==> config.mk <==
export PLATFORM = sky130hd
export DESIGN_NAME = palette_lookup
export DESIGN_NICKNAME = d
export VERILOG_FILES = /design/src/rtl/palette_lookup.sv
export SDC_FILE = /design/constraint.sdc
export NUM_CORES = 1
export LEC_CHECK = 0
export BUFFER_PORTS_ARGS = -buffer_cell sky130_fd_sc_hd__buf_2
export CORE_UTILIZATION = 39
export DETAILED_ROUTE_END_ITERATION = 7
export GPL_ROUTABILITY_DRIVEN = 0
export PLACE_DENSITY_LB_ADDON = 0.1
export SLEW_MARGIN = 20
export SYNTH_ARGS = -nofsm -noshare
export SYNTH_HDL_FRONTEND = slang
export SYNTH_SLANG_ARGS = --single-unit
==> constraint.sdc <==
create_clock -name clk_i -period 2.1 [get_ports clk_i]
set_clock_uncertainty 0.15 [all_clocks]
set_input_delay 0.105 -clock clk_i [delete_from_list [all_inputs] [get_ports clk_i]]
set_output_delay 0.105 -clock clk_i [all_outputs]
set_load 0.01 [all_outputs]
==> src/rtl/palette_lookup.sv <==
// palette_lookup
// Turns a stream of 8-bit colour indices into 12-bit RGB through the
// external 256x16 palette RAM. Two stages: S1 holds the accepted index while
// the RAM read is in flight, and S2 holds the output pixel. Both sides use
// valid/ready handshakes, and the block runs at one pixel per clock.
module palette_lookup (
   input  logic        clk_i,
   input  logic        rst_n_i,
   input  logic        pix_valid_i,
   output logic        pix_ready_o,
   input  logic [7:0]  pix_idx_i,
   input  logic        pix_blank_i,
   input  logic [3:0]  pal_offset_i,
   output logic [7:0]  pal_rd_addr_o,
   input  logic [15:0] pal_rd_data_i,
   output logic        rgb_valid_o,
   input  logic        rgb_ready_i,
   output logic [11:0] rgb_o,
   output logic        rgb_blank_o,
   output logic        underrun_o,
   input  logic        underrun_clr_i
);

   logic        s1Valid_q, s1Valid_d;
   logic [7:0]  s1Idx_q, s1Idx_d;
   logic        s1Blank_q, s1Blank_d;
   logic        rgbValid_q, rgbValid_d;
   logic [11:0] rgb_q, rgb_d;
   logic        rgbBlank_q, rgbBlank_d;
   logic        underrun_q, underrun_d;
   logic        seenPixel_q, seenPixel_d;

   logic [7:0]  effIdx;
   logic        advance;
   logic        accept;
   logic        unusedDataBits;

   // The upper nibble of each palette word carries no colour information.
   assign unusedDataBits = ^pal_rd_data_i[15:12];

   // Compute the effective index and the handshake terms, then choose the RAM
   // address. Index 0 is always black and never moves with the offset. An
   // accepted pixel starts its read right away. During a stall the address
   // stays on the held S1 entry, so the RAM keeps re-reading that entry.
   always_comb begin
      effIdx        = (pix_idx_i == 8'h00) ? 8'h00 : (pix_idx_i + {pal_offset_i, 4'h0});
      advance       = s1Valid_q & (~rgbValid_q | rgb_ready_i);
      pix_ready_o   = rst_n_i & (~s1Valid_q | advance);
      accept        = pix_valid_i & pix_ready_o;
      pal_rd_addr_o = accept ? effIdx : s1Idx_q;
   end

   // S1 next state. A new pixel overwrites S1 even on the edge where the old
   // S1 pixel moves into S2. This is what allows one pixel per clock.
   always_comb begin
      s1Valid_d = s1Valid_q;
      s1Idx_d   = s1Idx_q;
      s1Blank_d = s1Blank_q;
      if (accept) begin
         s1Valid_d = 1'b1;
         s1Idx_d   = effIdx;
         s1Blank_d = pix_blank_i;
      end else if (advance) begin
         s1Valid_d = 1'b0;
      end
   end

   // S2 next state. It captures the RAM data when S1 advances. When S2 empties
   // only the valid flag drops. The colour holds, so the output stays steady
   // while downstream stalls.
   always_comb begin
      rgbValid_d = rgbValid_q;
      rgb_d      = rgb_q;
      rgbBlank_d = rgbBlank_q;
      if (advance) begin
         rgbValid_d = 1'b1;
         rgb_d      = s1Blank_q ? 12'h000 : pal_rd_data_i[11:0];
         rgbBlank_d = s1Blank_q;
      end else if (rgbValid_q & rgb_ready_i) begin
         rgbValid_d = 1'b0;
      end
   end

   // Underrun flag. It only counts once a pixel has been produced since reset,
   // so the idle period after reset is not flagged. A clear in the same cycle
   // as a new underrun wins.
   always_comb begin
      seenPixel_d = seenPixel_q | advance;
      underrun_d  = underrun_q;
      if (underrun_clr_i) begin
         underrun_d = 1'b0;
      end else if (rgb_ready_i & ~rgbValid_q & seenPixel_q) begin
         underrun_d = 1'b1;
      end
   end

   // State registers with synchronous active-low reset. Reset drops any pixels
   // still in flight.
   always_ff @(posedge clk_i) begin
      if (!rst_n_i) begin
         s1Valid_q   <= 1'b0;
         s1Idx_q     <= 8'h00;
         s1Blank_q   <= 1'b0;
         rgbValid_q  <= 1'b0;
         rgb_q       <= 12'h000;
         rgbBlank_q  <= 1'b0;
         underrun_q  <= 1'b0;
         seenPixel_q <= 1'b0;
      end else begin
         s1Valid_q   <= s1Valid_d;
         s1Idx_q     <= s1Idx_d;
         s1Blank_q   <= s1Blank_d;
         rgbValid_q  <= rgbValid_d;
         rgb_q       <= rgb_d;
         rgbBlank_q  <= rgbBlank_d;
         underrun_q  <= underrun_d;
         seenPixel_q <= seenPixel_d;
      end
   end

   assign rgb_valid_o = rgbValid_q;
   assign rgb_o       = rgb_q;
   assign rgb_blank_o = rgbBlank_q;
   assign underrun_o  = underrun_q;

endmodule

* Word level (Yosys, flattened, before mapping)
Index checks and enable logic that the tools add are counted.
Word-level totals: flip-flop bits (word level) 26, bits of input ports 34, output and inout port bits 24, logic and storage cells 32
Cells by class: $add $sub $neg 1, muxes and demuxes 7, bitwise operators 12, reduce and logical (&&, ||, !) cells 4
Operator list (count):
- $mux W8 | 2
- $mux W12 | 1
- $add A8 B8 Y8 | 1
- $logic_not A8 Y1 | 1
- $and A1 B1 Y1 | 6
- $mux W1 | 4
- $reduce_bool A2 Y1 | 2
- $not A1 Y1 | 3
- $or A1 B1 Y1 | 3
- $reduce_or A2 Y1 | 1

* Longest topological paths before layout
Gate-level depths: netlist (run 1).
depth in word-level cells 7, mapped depth 5, gate-level depth less buffers 5

* Least setup slack after synthesis (run 1)
OpenSTA, ideal clock, no wires.
kind input-to-reg, start input port pix_idx_i[4], end register s1Idx_q[6], library setup time 0.060 ns, arrival 1.255 ns, data required time 1.890 ns, setup slack 0.635 ns, stages 5, buffers on the path 0, path through ha_1 > fa_1 > xnor2_1 > o31ai_2 > and2_1
On the way: cells in the longest elaborated chain, start to end 3, elaborated cells between the ends (all ways) 4, those cells by class 1 x add/sub; 2 x mux; 1 x reduce/logical
RTL lines:
- start, declared | line 11 | input logic [7:0] pix_idx_i,
- $add A8 B8 Y8 or $logic_not A8 Y1 (tied branches) | line 46 | effIdx = (pix_idx_i == 8'h00) ? 8'h00 : (pix_idx_i + {pal_offset_i, 4'h0});
- $mux W8 * | line 46
- $mux W8 *
- via pal_rd_addr_o[6] | line 14 | output logic [7:0] pal_rd_addr_o,
- end signal, assigned | line 111 | s1Idx_q <= s1Idx_d;
- end, declared | line 25 | logic [7:0] s1Idx_q, s1Idx_d;
Mark *: on every way through the listed nets, which the timed path passes. The rest lies on a longest branch. A chain may end at the register's enable or synchronous reset.

* Final worst setup path (run 1)
start input port rgb_ready_i, end output port pal_rd_addr_o[2]
On the way: cells in the longest elaborated chain, start to end 6
RTL lines:
- start, declared | line 17 | input logic rgb_ready_i,
- $or A1 B1 Y1 | line 47 | advance = s1Valid_q & (~rgbValid_q | rgb_ready_i);
- $and A1 B1 Y1 | line 47
- $or A1 B1 Y1 | line 48 | pix_ready_o = rst_n_i & (~s1Valid_q | advance);
- $and A1 B1 Y1 | line 48
- $and A1 B1 Y1 | line 49 | accept = pix_valid_i & pix_ready_o;
- $mux W8
- end, declared | line 14
No other way between the ends.

==> results_dict.tcl, run 1 <==
set metrics [dict create \
    grt_overflow 0 \
    layout_setup_ws_ns 0.164 \
    synth_xor_area_share_pct 1.44 \
    synth_compound_area_share_pct 15.2 \
    synth_cells 127 \
    drive_gt1_share_pct 34.0 \
    synth_area_per_cell_um2 9.56 \
    dr.pass1.iters 8 \
    synth.net_count 165 \
    cap_viol_max_count 0 \
    hold_path_depth 4 \
    yosysTopAreaCellShare_pct 42.9 \
    rsz0062_at_grt "no" \
    powerDensity_nw_per_um2 545 \
    ir_worst_vdd_uv 233 \
    start_kind "input port" \
    die_x_um 57.8 \
    core_region_area_um2 2850 \
    cts-root-buf "clkbuf_4" \
    hold_viol_final 0 \
    rows 19 \
    synth_top_family_by_area "simple AND/OR/NAND/NOR gates" \
    design_area_um2 1740 \
    clock_latency_ns 0.31 \
    most-common-layout-cells "buf_2, dfxtp_1, nand2_1" \
    yosysTopAreaCell "dfxtp_1" \
    pre_cts_slack_ns 0.492 \
    synth_cell_type_count 31 \
    arrival_ns 1.68 \
    critPathCaptureType "output pin" \
    synthFlopType "dfxtp_1" \
    numCtsBuffers 3 \
    grtUsageTotal_pct 16.7 \
    seqCellArea_um2 520 \
    placed_area_um2 1490 \
    worstMarginPinSlew_ns 0.490 \
    final_util_pct 60.9 \
    final_net_count 240 \
    power.leakage_nw 0.816 \
    final_common_cell "buf_2" \
    drt-initial-drc-count 32 \
    worstPathCellList "dlygate4sd3_1 > buf_2 > nand3b_2 > nand3_4 > mux2_4 > buf_2" \
    min_period_ns 1.94 \
    numPlacedInstances 206 \
    syn_area_um2 1210 \
    multi_input_area_um2 654 \
    p_total_uw 946 \
    ios 58 \
    netlist_top_cells_area "dfxtp_1, a21boi_1, nand2_1" \
    synth_edf_count 0 \
    worst_hold_slack_ns 0.0690 \
    grt_pass1_wl_mm 4.29 \
    cts_tree "yes" \
    io_buffer_count 53 \
    crit_required_ns 1.85 \
    min_period_over_period_pct 92.2 \
    fin_cells 231 \
    cpPeakStageDelay_ns 0.55 \
    cts.sinks 26 \
    routedWlPerCell_um 11.5 \
    htreeDepth 1 \
    synth_seq_area_share_pct 42.9 \
    crit_fanout 9 \
    status "finished, violations left" \
    setup_viol 0 \
    fp.dieH_um 57.8 \
    initial_core_util_pct 42.5 \
    vias 1128 \
    slew_headroom_pct 67.3 \
    via_per_inst 4.88 \
    grt_max_degree 19 \
    timing.final.max_slew_violations 0 \
    drc 2 \
    path_class "in -> out" \
    ant_nets 0 \
    antennaDiodeCount 0 \
    dp_hpwl_mm 1.85 \
    clk_path_buf_depth 2 \
    synth-simple-area-share_pct 27.6 \
    violations "DRC" \
    ff2ff_path_depth 4 \
    synth_fa_ha_area_share_pct 4.74 \
    async_flop_share_pct 0 \
    synth_seq_cells 26 \
    grt_pass1_vias 1036 \
    dieArea_um2 3340 \
    cpMostUsedCell "buf_2" \
    grt_antenna_before_repair 0 \
    timing.fmax_mhz 516 \
    clk_pin_slew_ns 0.13 \
    critPathSlowestCell "dlygate4sd3_1" \
    synth-warning-count 0 \
    wirelength_mm 2.67 \
    hold_path.class "in -> reg" \
    fillCellCount 263 \
    area_growth_pct 43.1 \
    synth_mux_area_share_pct 4.95 \
    setup_tns_ns 0 \
]
## flip-flops by register name, summed over array words and instances (netlist names)
register	count
rgb_o	12
s1Idx_q	8
rgb_blank_o	1
rgb_valid_o	1
s1Blank_q	1
s1Valid_q	1
seenPixel_q	1
underrun_o	1
## cell usage after synthesis, drive strengths merged, types with 2 or more instances
library cell,n
a21boi,17
a21oi,2
and2,8
buf,3
clkbuf,3
dfxtp,26
ha,3
inv,2
mux2,4
nand2,25
nand3,5
nand3b,13
nor4,2
o21a,2
## worst max-delay path: cells and delay by family
family	cells	cell delay (ns)
buf+inv	3	0.83
mux	1	0.32
simple gates	2	0.42
## repair_timing
| action | CTS | global route |
|---|---|---|
| setup buffers | 0 | 0 |
| resized for setup | 0 | 0 |
| hold buffers | 22 | 0 |
| setup endpoints to repair | 0 | 0 |
| endpoints found under the hold margin | 24 | 0 |
## worst paths after layout
path / start / end / slack (ns)
setup / recovery: rgb_ready_i / pal_rd_addr_o[2] / 0.16
hold / removal: pal_offset_i[0] / s1Idx_q[4] / 0.07
setup reg to reg: rgb_valid_o / s1Idx_q[3] / 0.63
hold reg to reg: rgb_o[4] / rgb_o[4] / 0.31
## per-layer routing
layer / global-route usage [%] / part of all wire (%)
met5: 0 / 0
met1: 19.3 / 44
met2: 30.4 / 50
met3: 3.35 / 5.1
met4: 6.12 / 0.71
## kinds of logic (layout without fill, tap and decap cells)
| group | after synthesis | in the layout |
|---|---|---|
| AO/OA/AOI/OAI | 25 | 25 |
| adder cells (fa/ha/maj) | 4 | 4 |
| AND/OR/NAND/NOR | 58 | 58 |
| buffers and inverters | 8 | 81 |
| flip-flops | 26 | 26 |
| multiplexers | 4 | 4 |
| XOR/XNOR | 2 | 2 |
## power breakdown
group          internal (mW)  leakage, nW  switching (mW)  total, mW
Clock                 0.0670       0.0138           0.136      0.203
Sequential             0.519        0.213          0.0153      0.534
Combinational          0.116        0.589          0.0928      0.209
## final cells by class
class | instances | area share, %
clock buffer | 3 | 1.30
inverter | 2 | 0.432
multi-input combinational | 93 | 37.7
sequential | 26 | 30.0
tap | 31 | 2.23
timing repair buffer | 76 | 28.4
No activity file was read; power rests on OpenSTA's default activity.
==> inputs of run 2 (changes only) <==
--- a/config.mk
+++ b/config.mk
@@ -6,7 +6,7 @@
 export NUM_CORES = 1
 export LEC_CHECK = 0
 export BUFFER_PORTS_ARGS = -buffer_cell sky130_fd_sc_hd__buf_2
-export CORE_UTILIZATION = 39
+export CORE_UTILIZATION = 40
 export DETAILED_ROUTE_END_ITERATION = 7
 export GPL_ROUTABILITY_DRIVEN = 0
 export PLACE_DENSITY_LB_ADDON = 0.1
==> constraint.sdc (replaced) <==
create_clock -name clk_i -period 1.75 [get_ports clk_i]
set_clock_uncertainty 0.15 [all_clocks]
set_input_delay 0.0875 -clock clk_i [delete_from_list [all_inputs] [get_ports clk_i]]
set_output_delay 0.0875 -clock clk_i [all_outputs]
set_load 0.01 [all_outputs]
==> run 2 against run 1 <==
Against the previous run:
- the run still ends with DRC left
- power is 28% higher
- register-to-register slack got worse by 0.48 ns
- sequential power is 20% higher
- final cell count rose by 2.2%
- sequential share of layout area decreased by 0.89 points
- setup slack got worse by 0.082 ns
- clock-buffer cell count increased by 1
- clock power grew 49%
- sequential cell count stayed put
- critical path depth shrank 2
- critical path type is now reg -> out
- highest routed layer unchanged
==> results_dict.tcl, run 2 (synthesis gave the netlist of run 1 again) <==
set metrics [dict create \
    status "finished, violations left" \
    violations "DRC" \
    drc 6 \
    area_growth_pct 49.6 \
    rows 19 \
    cap_viol_max_count 0 \
    start_kind "register" \
    slew_headroom_pct 64.8 \
    powerDensity_nw_per_um2 668 \
    p_total_mw 1.21 \
    initial_core_util_pct 43.3 \
    antennaDiodeCount 0 \
    pre_cts_slack_ns 0.192 \
    path_class "reg -> out" \
    min_period_over_period_pct 95.3 \
    cts-root-buf "clkbuf_4" \
    timing.fmax_mhz 600 \
    largest_reg_flops 12 \
    fillCellCount 252 \
    routedWlPerCell_um 12.4 \
    htreeDepth 1 \
    grt_max_degree 19 \
    ir_worst_vdd_uv 348 \
    die_x_um 57.1 \
    dp_hpwl_mm 1.95 \
    seqCellArea_um2 528 \
    ant_nets 0 \
    ff2ff_path_depth 5 \
    crit_required_ns 1.51 \
    grt_antenna_before_repair 0 \
    clk_path_buf_depth 2 \
    multi_input_area_um2 687 \
    cts.sinks 26 \
    final_net_count 244 \
    r2r-start "rgb_valid_o" \
    worstMarginPinSlew_ns 0.528 \
    hold_path_depth 4 \
    rr_endpoint "rgb_o[8]" \
    min-delay-start "pal_offset_i[0]" \
    r2r_slack_ns 0.15 \
    worstPathCellList "and3b_2 > o21ai_1 > o31ai_4 > buf_2" \
    hold_viol_final 0 \
    min_period_ns 1.67 \
    wirelength_mm 2.93 \
    io_buffer_count 53 \
    power.leakage_nw 0.862 \
    dieArea_um2 3260 \
    dr.pass1.iters 6 \
    ios 58 \
    critPathSlowestCell "dfxtp_4" \
    cts_tree "yes" \
    arrival_ns 1.43 \
    grt_pass1_wl_mm 4.74 \
    fp.dieH_um 57.1 \
    grtUsageTotal_pct 18.4 \
    clock_latency_ns 0.32 \
    crit_fanout 4 \
    cpPeakStageDelay_ns 0.39 \
    hold_end "s1Idx_q[4]" \
    final_common_cell "buf_2" \
    hold_path.class "in -> reg" \
    grt_pass1_vias 1143 \
    grt_overflow 0 \
    timing.final.max_slew_violations 0 \
    drive_gt1_share_pct 36.1 \
    critPathCaptureType "output pin" \
    via_per_inst 4.92 \
    core_region_area_um2 2810 \
    setup_viol 0 \
    most-common-layout-cells "buf_2, nand2_1, dfxtp_1" \
    vias 1160 \
    drt-initial-drc-count 42 \
    layout_setup_ws_ns 0.0821 \
    clk_pin_slew_ns 0.15 \
    numCtsBuffers 3 \
]
==> run 2: cell type report <==
| class | instances | share of cell area, % |
|---|---|---|
| Multi-Input combinational cell | 94 | 37.8 |
| Tap cell | 31 | 2.14 |
| Timing Repair Buffer | 79 | 28.5 |
| Sequential cell | 26 | 29.1 |
| Clock buffer | 4 | 2.00 |
| Inverter | 2 | 0.414 |
==> run 2: per-stage QoR <==
stage	area, µm²	TNS, ns	hold slack [ns]	util (%)	instances
3_3_place_gp	1490	0	0.100	53.3	206
5_1_grt	1820	-0.0202	0.0871	64.7	236
4_1_cts	1760	0	0.0502	62.8	233
3_5_place_dp	1490	0	0.106	53.3	206
2_1_floorplan	1210	0	0.0136	-	127
6_report	1820	0	0.0416	64.7	236
==> run 2: how the worst max path moves through the flow <==
stage	start	end	slack, ns	depth (start not counted)
after CTS	rgb_valid_o	pal_rd_addr_o[3]	0.02	4
after global routing	rgb_valid_o	pal_rd_addr_o[7]	-0.02	5
final	rgb_valid_o	pal_rd_addr_o[6]	0.08	4
after global placement	pix_idx_i[4]	pal_rd_addr_o[6]	0.20	6
after detailed placement	pix_idx_i[4]	pal_rd_addr_o[6]	0.19	6
after floorplan	rgb_valid_o	s1Idx_q[0]	0.29	4
==> run 2: worst max-delay path: cells and delay by family, from the launching register on <==
kind | cells | cell delay (ns)
buffers and inverters | 1 | 0.15
AOI/OAI and AO/OA | 2 | 0.32
DFF | 1 | 0.39
and+or+nand+nor | 1 | 0.25
==> run 2: per-layer routing <==
layer / share of wire, % / track usage [%] / vias to the layer above
met1: 42 / 20.4 / 530
met2: 52 / 36.0 / 31
met3: 4.7 / 2.72 / 4
li1: - / - / 595
met5: 0 / 0 / -
met4: 0.92 / 5.23 / 0
==> run 2: report_power, final <==
group / switching [mW] / internal [mW] / leakage, nW / total, mW
combinational: 0.122 / 0.149 / 0.627 / 0.271
clock: 0.175 / 0.127 / 0.0210 / 0.302
sequential: 0.0187 / 0.621 / 0.214 / 0.640
total: 0.316 / 0.897 / 0.862 / 1.21
==> run 2: what timing repair did <==
action | in CTS | in global routing
setup endpoints to repair | 4 | 8
hold endpoints to repair | 24 | 0
pin swaps | 0 | 2
hold buffers | 23 | 0
gates resized for setup | 2 | 5
setup buffers | 0 | 2
gates cloned | 0 | 1
